==> src/rtl/maxterm_pkg.sv <==
// Shared definitions for the maxterm extractor: state encoding,
// default sizing and the count-width helper.
package maxterm_pkg;

  // Default number of inputs of the function under test.
  localparam int DEF_N_VARS = 4;

  // Truth-table size for the default input count.
  localparam int TT = 2 ** DEF_N_VARS;

  // Width of the settle counter; covers SETTLE values 1..15.
  localparam int SETTLE_W = 4;

  // Scan state encoding.
  localparam logic [1:0] ST_IDLE = 2'd0;
  localparam logic [1:0] ST_WAIT = 2'd1;
  localparam logic [1:0] ST_EMIT = 2'd2;
  localparam logic [1:0] ST_DONE = 2'd3;

  typedef enum logic [1:0] {
    S_IDLE = ST_IDLE,
    S_WAIT = ST_WAIT,
    S_EMIT = ST_EMIT,
    S_DONE = ST_DONE
  } state_t;

  // The maxterm count can reach 2**n_vars, which needs n_vars+1 bits.
  function automatic int count_width(input int n_vars);
    return n_vars + 1;
  endfunction

endpackage

==> src/rtl/maxterm_extractor_settle_timer.sv <==
// Load/decrement counter that marks the last cycle of the settle window.
module settle_timer
  import maxterm_pkg::*;
#(
  parameter int SETTLE = 1
) (
  input  logic clk,
  input  logic reset,
  input  logic load,
  input  logic dec,
  output logic expired
);

  localparam logic [SETTLE_W-1:0] LOAD_VAL = SETTLE_W'(SETTLE);
  localparam logic [SETTLE_W-1:0] ONE      = SETTLE_W'(1);

  logic [SETTLE_W-1:0] cnt_q;
  logic [SETTLE_W-1:0] cnt_d;

  // Reload wins over decrement; the count never goes below zero.
  always_comb begin
    cnt_d = cnt_q;
    if (load) begin
      cnt_d = LOAD_VAL;
    end else if (dec && (cnt_q != '0)) begin
      cnt_d = cnt_q - ONE;
    end
  end

  // Counter register.
  always_ff @(posedge clk or posedge reset) begin
    if (reset) begin
      cnt_q <= '0;
    end else begin
      cnt_q <= cnt_d;
    end
  end

  // A count of one means the current cycle is the last settle cycle.
  assign expired = (cnt_q == ONE);

endmodule

==> src/rtl/maxterm_extractor.sv <==
// Walks every input combination of an external function, samples its
// output after a settle window and streams out each index where it is 0.
module maxterm_extractor
  import maxterm_pkg::*;
#(
  parameter int N_VARS = DEF_N_VARS,
  parameter int SETTLE = 1
) (
  input  logic                        clk,
  input  logic                        reset,
  input  logic                        start,
  input  logic                        f_in,
  output logic [N_VARS-1:0]           stim,
  output logic                        busy,
  output logic                        done,
  output logic                        out_valid,
  input  logic                        out_ready,
  output logic [N_VARS-1:0]           out_idx,
  output logic [(1<<N_VARS)-1:0]      maxterm_mask,
  output logic [count_width(N_VARS)-1:0] maxterm_count
);

  localparam int NUM_ROWS = 1 << N_VARS;
  localparam int CW       = count_width(N_VARS);

  localparam logic [N_VARS-1:0] IDX_LAST = '1;
  localparam logic [N_VARS-1:0] IDX_ONE  = N_VARS'(1);
  localparam logic [CW-1:0]     CNT_ONE  = CW'(1);

  state_t                state_q, state_d;
  logic [N_VARS-1:0]     idx_q, idx_d;
  logic [NUM_ROWS-1:0]   mask_q, mask_d;
  logic [CW-1:0]         count_q, count_d;
  logic [N_VARS-1:0]     out_idx_q, out_idx_d;
  logic                  out_valid_q, out_valid_d;
  logic                  busy_q, busy_d;
  logic                  done_q, done_d;

  logic                  tmr_load;
  logic                  tmr_dec;
  logic                  tmr_expired;
  logic                  advance;

  settle_timer #(
    .SETTLE (SETTLE)
  ) u_settle_timer (
    .clk     (clk),
    .reset   (reset),
    .load    (tmr_load),
    .dec     (tmr_dec),
    .expired (tmr_expired)
  );

  // Next-state logic; advance folds the index step into the edge that
  // finishes a sample or an emit, so no separate advance cycle exists.
  always_comb begin
    state_d     = state_q;
    idx_d       = idx_q;
    mask_d      = mask_q;
    count_d     = count_q;
    out_idx_d   = out_idx_q;
    out_valid_d = out_valid_q;
    busy_d      = busy_q;
    done_d      = 1'b0;
    tmr_load    = 1'b0;
    tmr_dec     = 1'b0;
    advance     = 1'b0;

    case (state_q)
      S_IDLE: begin
        if (start) begin
          mask_d   = '0;
          count_d  = '0;
          idx_d    = '0;
          busy_d   = 1'b1;
          tmr_load = 1'b1;
          state_d  = S_WAIT;
        end
      end
      S_WAIT: begin
        if (tmr_expired) begin
          if (!f_in) begin
            mask_d[idx_q] = 1'b1;
            count_d       = count_q + CNT_ONE;
            out_idx_d     = idx_q;
            out_valid_d   = 1'b1;
            state_d       = S_EMIT;
          end else begin
            advance = 1'b1;
          end
        end else begin
          tmr_dec = 1'b1;
        end
      end
      S_EMIT: begin
        if (out_ready) begin
          out_valid_d = 1'b0;
          advance     = 1'b1;
        end
      end
      S_DONE: begin
        state_d = S_IDLE;
      end
      default: begin
        state_d = S_IDLE;
      end
    endcase

    // Terminal check comes before the increment so idx never wraps.
    if (advance) begin
      if (idx_q == IDX_LAST) begin
        busy_d  = 1'b0;
        done_d  = 1'b1;
        state_d = S_DONE;
      end else begin
        idx_d    = idx_q + IDX_ONE;
        tmr_load = 1'b1;
        state_d  = S_WAIT;
      end
    end
  end

  // State and datapath registers; reset aborts any scan immediately.
  always_ff @(posedge clk or posedge reset) begin
    if (reset) begin
      state_q     <= S_IDLE;
      idx_q       <= '0;
      mask_q      <= '0;
      count_q     <= '0;
      out_idx_q   <= '0;
      out_valid_q <= 1'b0;
      busy_q      <= 1'b0;
      done_q      <= 1'b0;
    end else begin
      state_q     <= state_d;
      idx_q       <= idx_d;
      mask_q      <= mask_d;
      count_q     <= count_d;
      out_idx_q   <= out_idx_d;
      out_valid_q <= out_valid_d;
      busy_q      <= busy_d;
      done_q      <= done_d;
    end
  end

  assign stim          = idx_q;
  assign busy          = busy_q;
  assign done          = done_q;
  assign out_valid     = out_valid_q;
  assign out_idx       = out_idx_q;
  assign maxterm_mask  = mask_q;
  assign maxterm_count = count_q;

endmodule

==> config.mk <==
export PLATFORM = sky130hd
export DESIGN_NAME = maxterm_extractor
export DESIGN_NICKNAME = d
export VERILOG_FILES = /design/src/rtl/maxterm_pkg.sv /design/src/rtl/maxterm_extractor_settle_timer.sv /design/src/rtl/maxterm_extractor.sv
export SDC_FILE = /design/constraint.sdc
export NUM_CORES = 1
export LEC_CHECK = 0
export BUFFER_PORTS_ARGS = -buffer_cell sky130_fd_sc_hd__clkbuf_2
export CAP_MARGIN = 5
export CORE_ASPECT_RATIO = 1.4
export CORE_MARGIN = 2
export CORE_UTILIZATION = 54
export DETAILED_ROUTE_END_ITERATION = 10
export GPL_TIMING_DRIVEN = 0
export PLACE_DENSITY = 0.84
export REMOVE_ABC_BUFFERS = 1
export SYNTH_ARGS = -nofsm -noshare
export SYNTH_HDL_FRONTEND = slang
export SYNTH_SLANG_ARGS = --single-unit
==> constraint.sdc <==
create_clock -name clk -period 2.7 [get_ports clk]
set_clock_uncertainty 0.15 [all_clocks]
set_input_delay 0 -clock clk [delete_from_list [all_inputs] [get_ports clk]]
set_output_delay 0 -clock clk [all_outputs]
set_load 0.02 [all_outputs]
# Word-level counts from Yosys, hierarchy flattened
# Cells that the tools add are included.
# word_totals
register_bits	38
inputBits	5
output_inout_bits	32
wordCells	82
# classes
addsub	3
n_lt_le_gt_ge	2
eq_ne	12
muxes	42
bitwise	2
reduce_logical	12
# ops
operator	n
2-to-1 mux 16 bit	3
one-hot mux 16 bit (2 select lines)	1
2-to-1 mux 4 bit	6
2-to-1 mux 1 bit	19
bitwise OR 16 bit	1
2-to-1 mux 5 bit	3
AND reduction 4 bit	3
2-to-1 mux 2 bit	5
one-hot mux 5 bit (2 select lines)	1
inequality test 3 bit (second input constant)	3
inequality test 2 bit (second input constant)	4
nonzero test 4 bit	2
one-hot mux 2 bit (3 select lines)	1
nonzero test 2 bit	3
adder 5 x 1 -> 5 bit (second input constant)	1
less-than comparator 4 x 5 -> 1 bit (second input constant)	1
adder 4 x 1 -> 4 bit (second input constant)	1
demux 1 bit (select 4 bit)	1
== test 2 bit (second input constant)	2
== test 4 x 1 -> 1 bit (second input constant)	1
== test 4 bit (second input constant)	1
greater-or-equal comparator 4 x 1 -> 1 bit (second input constant)	1
one-hot mux 1 bit (2 select lines)	2
subtractor 4 x 1 -> 4 bit (second input constant)	1
other kinds (5)	6

# Depth between registers and ports, before layout
# logic_depth
word_depth	8
mapped_depth	6
depth_no_buf	6

# Hierarchy
# From an unflattened synthesis, not the netlist that was laid out.
# hier_totals
cells_unflattened	205
area_unflattened_um2	2112.0
# modules_own_cells
module	n_inst	cells_per_inst	area_each_um2	seq_area_each_um2
maxterm_extractor	1	176	1831.8	850.8
settle_timer	1	29	280.3	100.1

# Least setup slack after synthesis
# OpenSTA, ideal clock, no wires.
# synth_path
path_kind	register -> register
from	register u_settle_timer.cnt_q[1]
to	register count_q[3] (netlist: maxterm_count[3])
setup_ps	132
arrival_ps	1616
required_time_ps	2418
setup_slack_ps	801
stages_incl_launch_ff	7
n_path_buf	0
synth_period_minus_slack_ps	1899
cell_sequence	dfrtp_1 -> inv_1 -> ha_1 -> or4b_4 -> a22o_1 -> o21ai_0 -> o31ai_1
# synth_via
elab_chain_len	3
# synth_rtl
item	line_no	source
from (decl)	maxterm_extractor_settle_timer.sv:17	logic [SETTLE_W-1:0] cnt_q;
from (signal assigned)	maxterm_extractor_settle_timer.sv:35	cnt_q <= cnt_d;
== test 4 x 1 -> 1 bit	maxterm_extractor_settle_timer.sv:40	assign expired = (cnt_q == ONE);
inequality test 2 bit (no source line)	n/a	
AND reduction 4 bit (no source line)	n/a	
to (signal assigned)	maxterm_extractor.sv:138	count_q <= count_d;
to (decl)	maxterm_extractor.sv:33	logic [CW-1:0] count_q, count_d;
# No other way between the ends.
# A chain may end at the register's enable or synchronous reset.

# Final worst setup path
# layout_path
from	register state_q[1]
to	register count_q[3] (netlist: maxterm_count[3])
# layout_via
elab_chain_len	3
elab_cells_between_ends	8
cone_classes	eq/ne: 4; mux: 1; reduce/logical: 3
# layout_rtl
item	line_no	source
from (decl)	maxterm_extractor.sv:30	state_t state_q, state_d;
from (signal assigned)	maxterm_extractor.sv:135	state_q <= state_d;
== test 2 x 1 -> 1 bit or logical NOT 2 bit (tied branches)	maxterm_extractor.sv:69	case (state_q)
inequality test 2 bit (no source line) or nonzero test 2 bit (tied branches)	n/a	
AND reduction 4 bit (no source line)	n/a	
# Parallel ways exist; a longest one is shown, timed or not.

==> out/results.ini <==
[drt]
dr.pass1.iters=4
drt_wl_total_mm=3.883
drc=0
drt_iter0_drc=45
vias=1485
wl_per_cell_um=14.99
routed_via_density=5.734
ant_nets=0

[timing]
period_minus_slack_ns=2.404
fin_crit_sh_pct=89.05
holdWs_ns=0.2876
setup_viol=0
slew_violations=0
maxSlewHeadroom_pct=38.54
worst_pin_slew_ns=0.9208
setup_tns_ns=0
fin_ws_ns=0.2956
rsz0062_at_grt=no
finalHoldViolCount=0
max_freq_mhz=415.9

[power_and_ir_drop]
ir_worst_vdd_v=0.0006315
power_density_nw_per_um2=953.0
cellLeakagePower_uw=0.001140

[cts]
htreeDepth=2
clk_pin_slew_worst_paths_ns=0.08
numCtsBuffers=5
cts_tree=built
cts_sinks=38
clockBufferDepth=2
postCtsSetupBuffers=0
clock_latency_ns=0.29
root_buffer=clkbuf_8

[layout]
fin_cells=259
antenna_cells=0
final_nets=235
multi_input_area_um2=857.1
synthToLayoutAreaGrowth_pct=20.99
seq_area_um2=950.9
drive_gt1_share_pct=24.66
final_core_util_pct=67.44
nFillCells=249

[synthesis]
synth_top_area_share_pct=50.97
synth_area_leader_cell=dfrtp_1
synth_compound_area_share_pct=19.11
synth_async_sr_flop_share_pct=100.0
synth_ff_type=dfrtp_1
synth_top_family_by_area=compound AO/OA/AOI/OAI gates
ys_warn_count=0
synthSimpleGateAreaFrac_pct=14.29
synth_edf_count=0
synth_cell_types=34
synth_area_um2=1866
synthCells=174
synthTopCellsByArea=dfrtp_1 51%, ha_1 8.0%, a22o_1 6.1%
yosys-mux-area-fraction_pct=2.951
postSynthAreaPerCell_um2=10.72
synthXorXnorAreaFrac_pct=1.408
ys_ff_latch=38
synth-adder-area-share_pct=8.048
ys_seq_area_share_pct=50.97

[setup_path]
end_kind=flop
worst-path-max-fanout=15
cp.required_ns=2.74
crit_family=simple AND/OR/NAND/NOR gates
worstSetupPathType=flop to flop
crit_start=state_q[1]$_DFFE_PP0P_
crit_slowest_cell=ha_1
r2r_slack_ns=0.30
critical_path.startpoint_type=flop
critPathBufInv=1
cp.arrival_ns=2.45
cpPeakStageDelay_ns=0.50
crit_chain=inv_1, ha_1, nand4bb_1, nor2_2, o21ai_1, o31ai_1
reg2reg_from=state_q[1]$_DFFE_PP0P_

[global_routing]
grt_pass1_wl_mm=6.499
antenna_found_initial=0
grt_busiest_layer=met2
grt_pass1_vias=1438
grtUsageMet2_pct=37.80
grtUsageMet1_pct=26.67
grt_remaining_overflow=0
grt_usage_pct=22.74
grt_max_degree=24
grtUsageMet3_pct=5.081

[floorplanning]
die_w_um=53.68
ios=37
coreArea_um2=3347
initial_core_util_pct=55.74
dieArea_um2=3948
rows=25
die_h_um=73.55

[status]
outcome=completed

[place]
portBuffers=36
place_ws_ns=0.1565
dp_hpwl_mm=2.815
gp_congestion=0.7978
dp.cells=247

[run]
drv_cap=0

[min_path]
hold_path.class=input pin to async pin

[worst paths after layout]
check                                                to  depth (start not counted)
max in group asynchronous        out_idx[1]$_DFFE_PP0P_                          4
hold reg to reg            maxterm_count[4]$_DFFE_PP0P_                          1
hold / removal              maxterm_mask[6]$_DFFE_PP0P_                          3
min in group clk           maxterm_count[4]$_DFFE_PP0P_                          1
setup reg to reg           maxterm_count[3]$_DFFE_PP0P_                          6
setup / recovery           maxterm_count[3]$_DFFE_PP0P_                          6
[state kept, by name, summed over array words and instances (netlist names)]
register / cells
out_idx: 4
u_settle_timer.cnt_q: 4
done: 1
state_q: 2
out_valid: 1
busy: 1
maxterm_count: 5
stim: 4
maxterm_mask: 16
[cell type report]
class | instances | area share, %
flip-flops and latches | 38 | 42.13
clock inverters | 1 | 1.330
repair buffers | 41 | 10.98
inverters | 12 | 1.996
well taps | 40 | 2.217
clock buffers | 7 | 3.381
multi-input cells | 120 | 37.97
[power by group]
| part | switching (uW) | internal [uW] |
|---|---|---|
| registers | 111 | 679 |
| clock network | 195 | 276 |
| logic | 543 | 346 |
| total | 850 | 1300 |
[cell usage in the layout (no fill, tap or decap), drive strengths merged, types with 3 or more instances in the layout]
master / n
dfrtp: 38
a21oi: 3
nor3: 4
dlygate4sd3: 4
nand3: 6
nand2b: 3
a22o: 13
nor2: 18
and2: 7
xnor2: 3
mux2: 4
o211ai: 4
clkbuf: 43
nand2: 6
a31oi: 3
ha: 12
o31ai: 3
inv: 12
o21ai: 15
[timing repair]
| action | 4_1_cts | 5_1_grt |
|---|---|---|
| gates resized for setup | 0 | 2 |
| setup endpoints to repair | 0 | 8 |
| hold endpoints to repair | 25 | 1 |
| hold buffers | 3 | 1 |
[synth_stat cells (2+ instances only)]
library cell and count:
a21oi_1 3, a22o_1 13, a31oi_1 3, and2_1 4, and2_4 3, and3_1 2
clkbuf_1 4, dfrtp_1 38, ha_1 12, inv_1 12, mux2_2 4, nand2_1 6
nand2b_1 3, nand3_1 6, nor2_1 18, nor3_1 4, o211ai_1 4, o21ai_0 14
o311a_1 2, o31ai_1 3, xnor2_1 3
[cells by family after synthesis]
logic type / count (synthesis)
muxes: 5
buffers and inverters: 16
and+or+nand+nor: 51
adders and majority gates: 12
AOI/OAI and AO/OA: 49
xor gates and xnor gates: 3
DFF: 38
[worst min-delay path: stages]
cell and delay (ns):
dlygate4sd3_1 0.53, clkbuf_2 0.10, inv_1 0.66
[metrics by stage]
stage          power (uW)  cell area [um2]
4_1_cts              2152             2245
6_report             2151             2257
3_3_place_gp         1628             2081
5_1_grt              2315             2257
2_1_floorplan        1433             1851
3_5_place_dp         1670             2108
[per-layer routing]
| metal | up-vias | part of all wire (%) |
|---|---|---|
| met1 | 725 | 40 |
| met2 | 41 | 54 |
| met4 | 0 | 2.4 |
| met5 | - | 0 |
| met3 | 10 | 3.9 |
| li1 | 709 | - |
No activity file was read; power rests on OpenSTA's default activity.
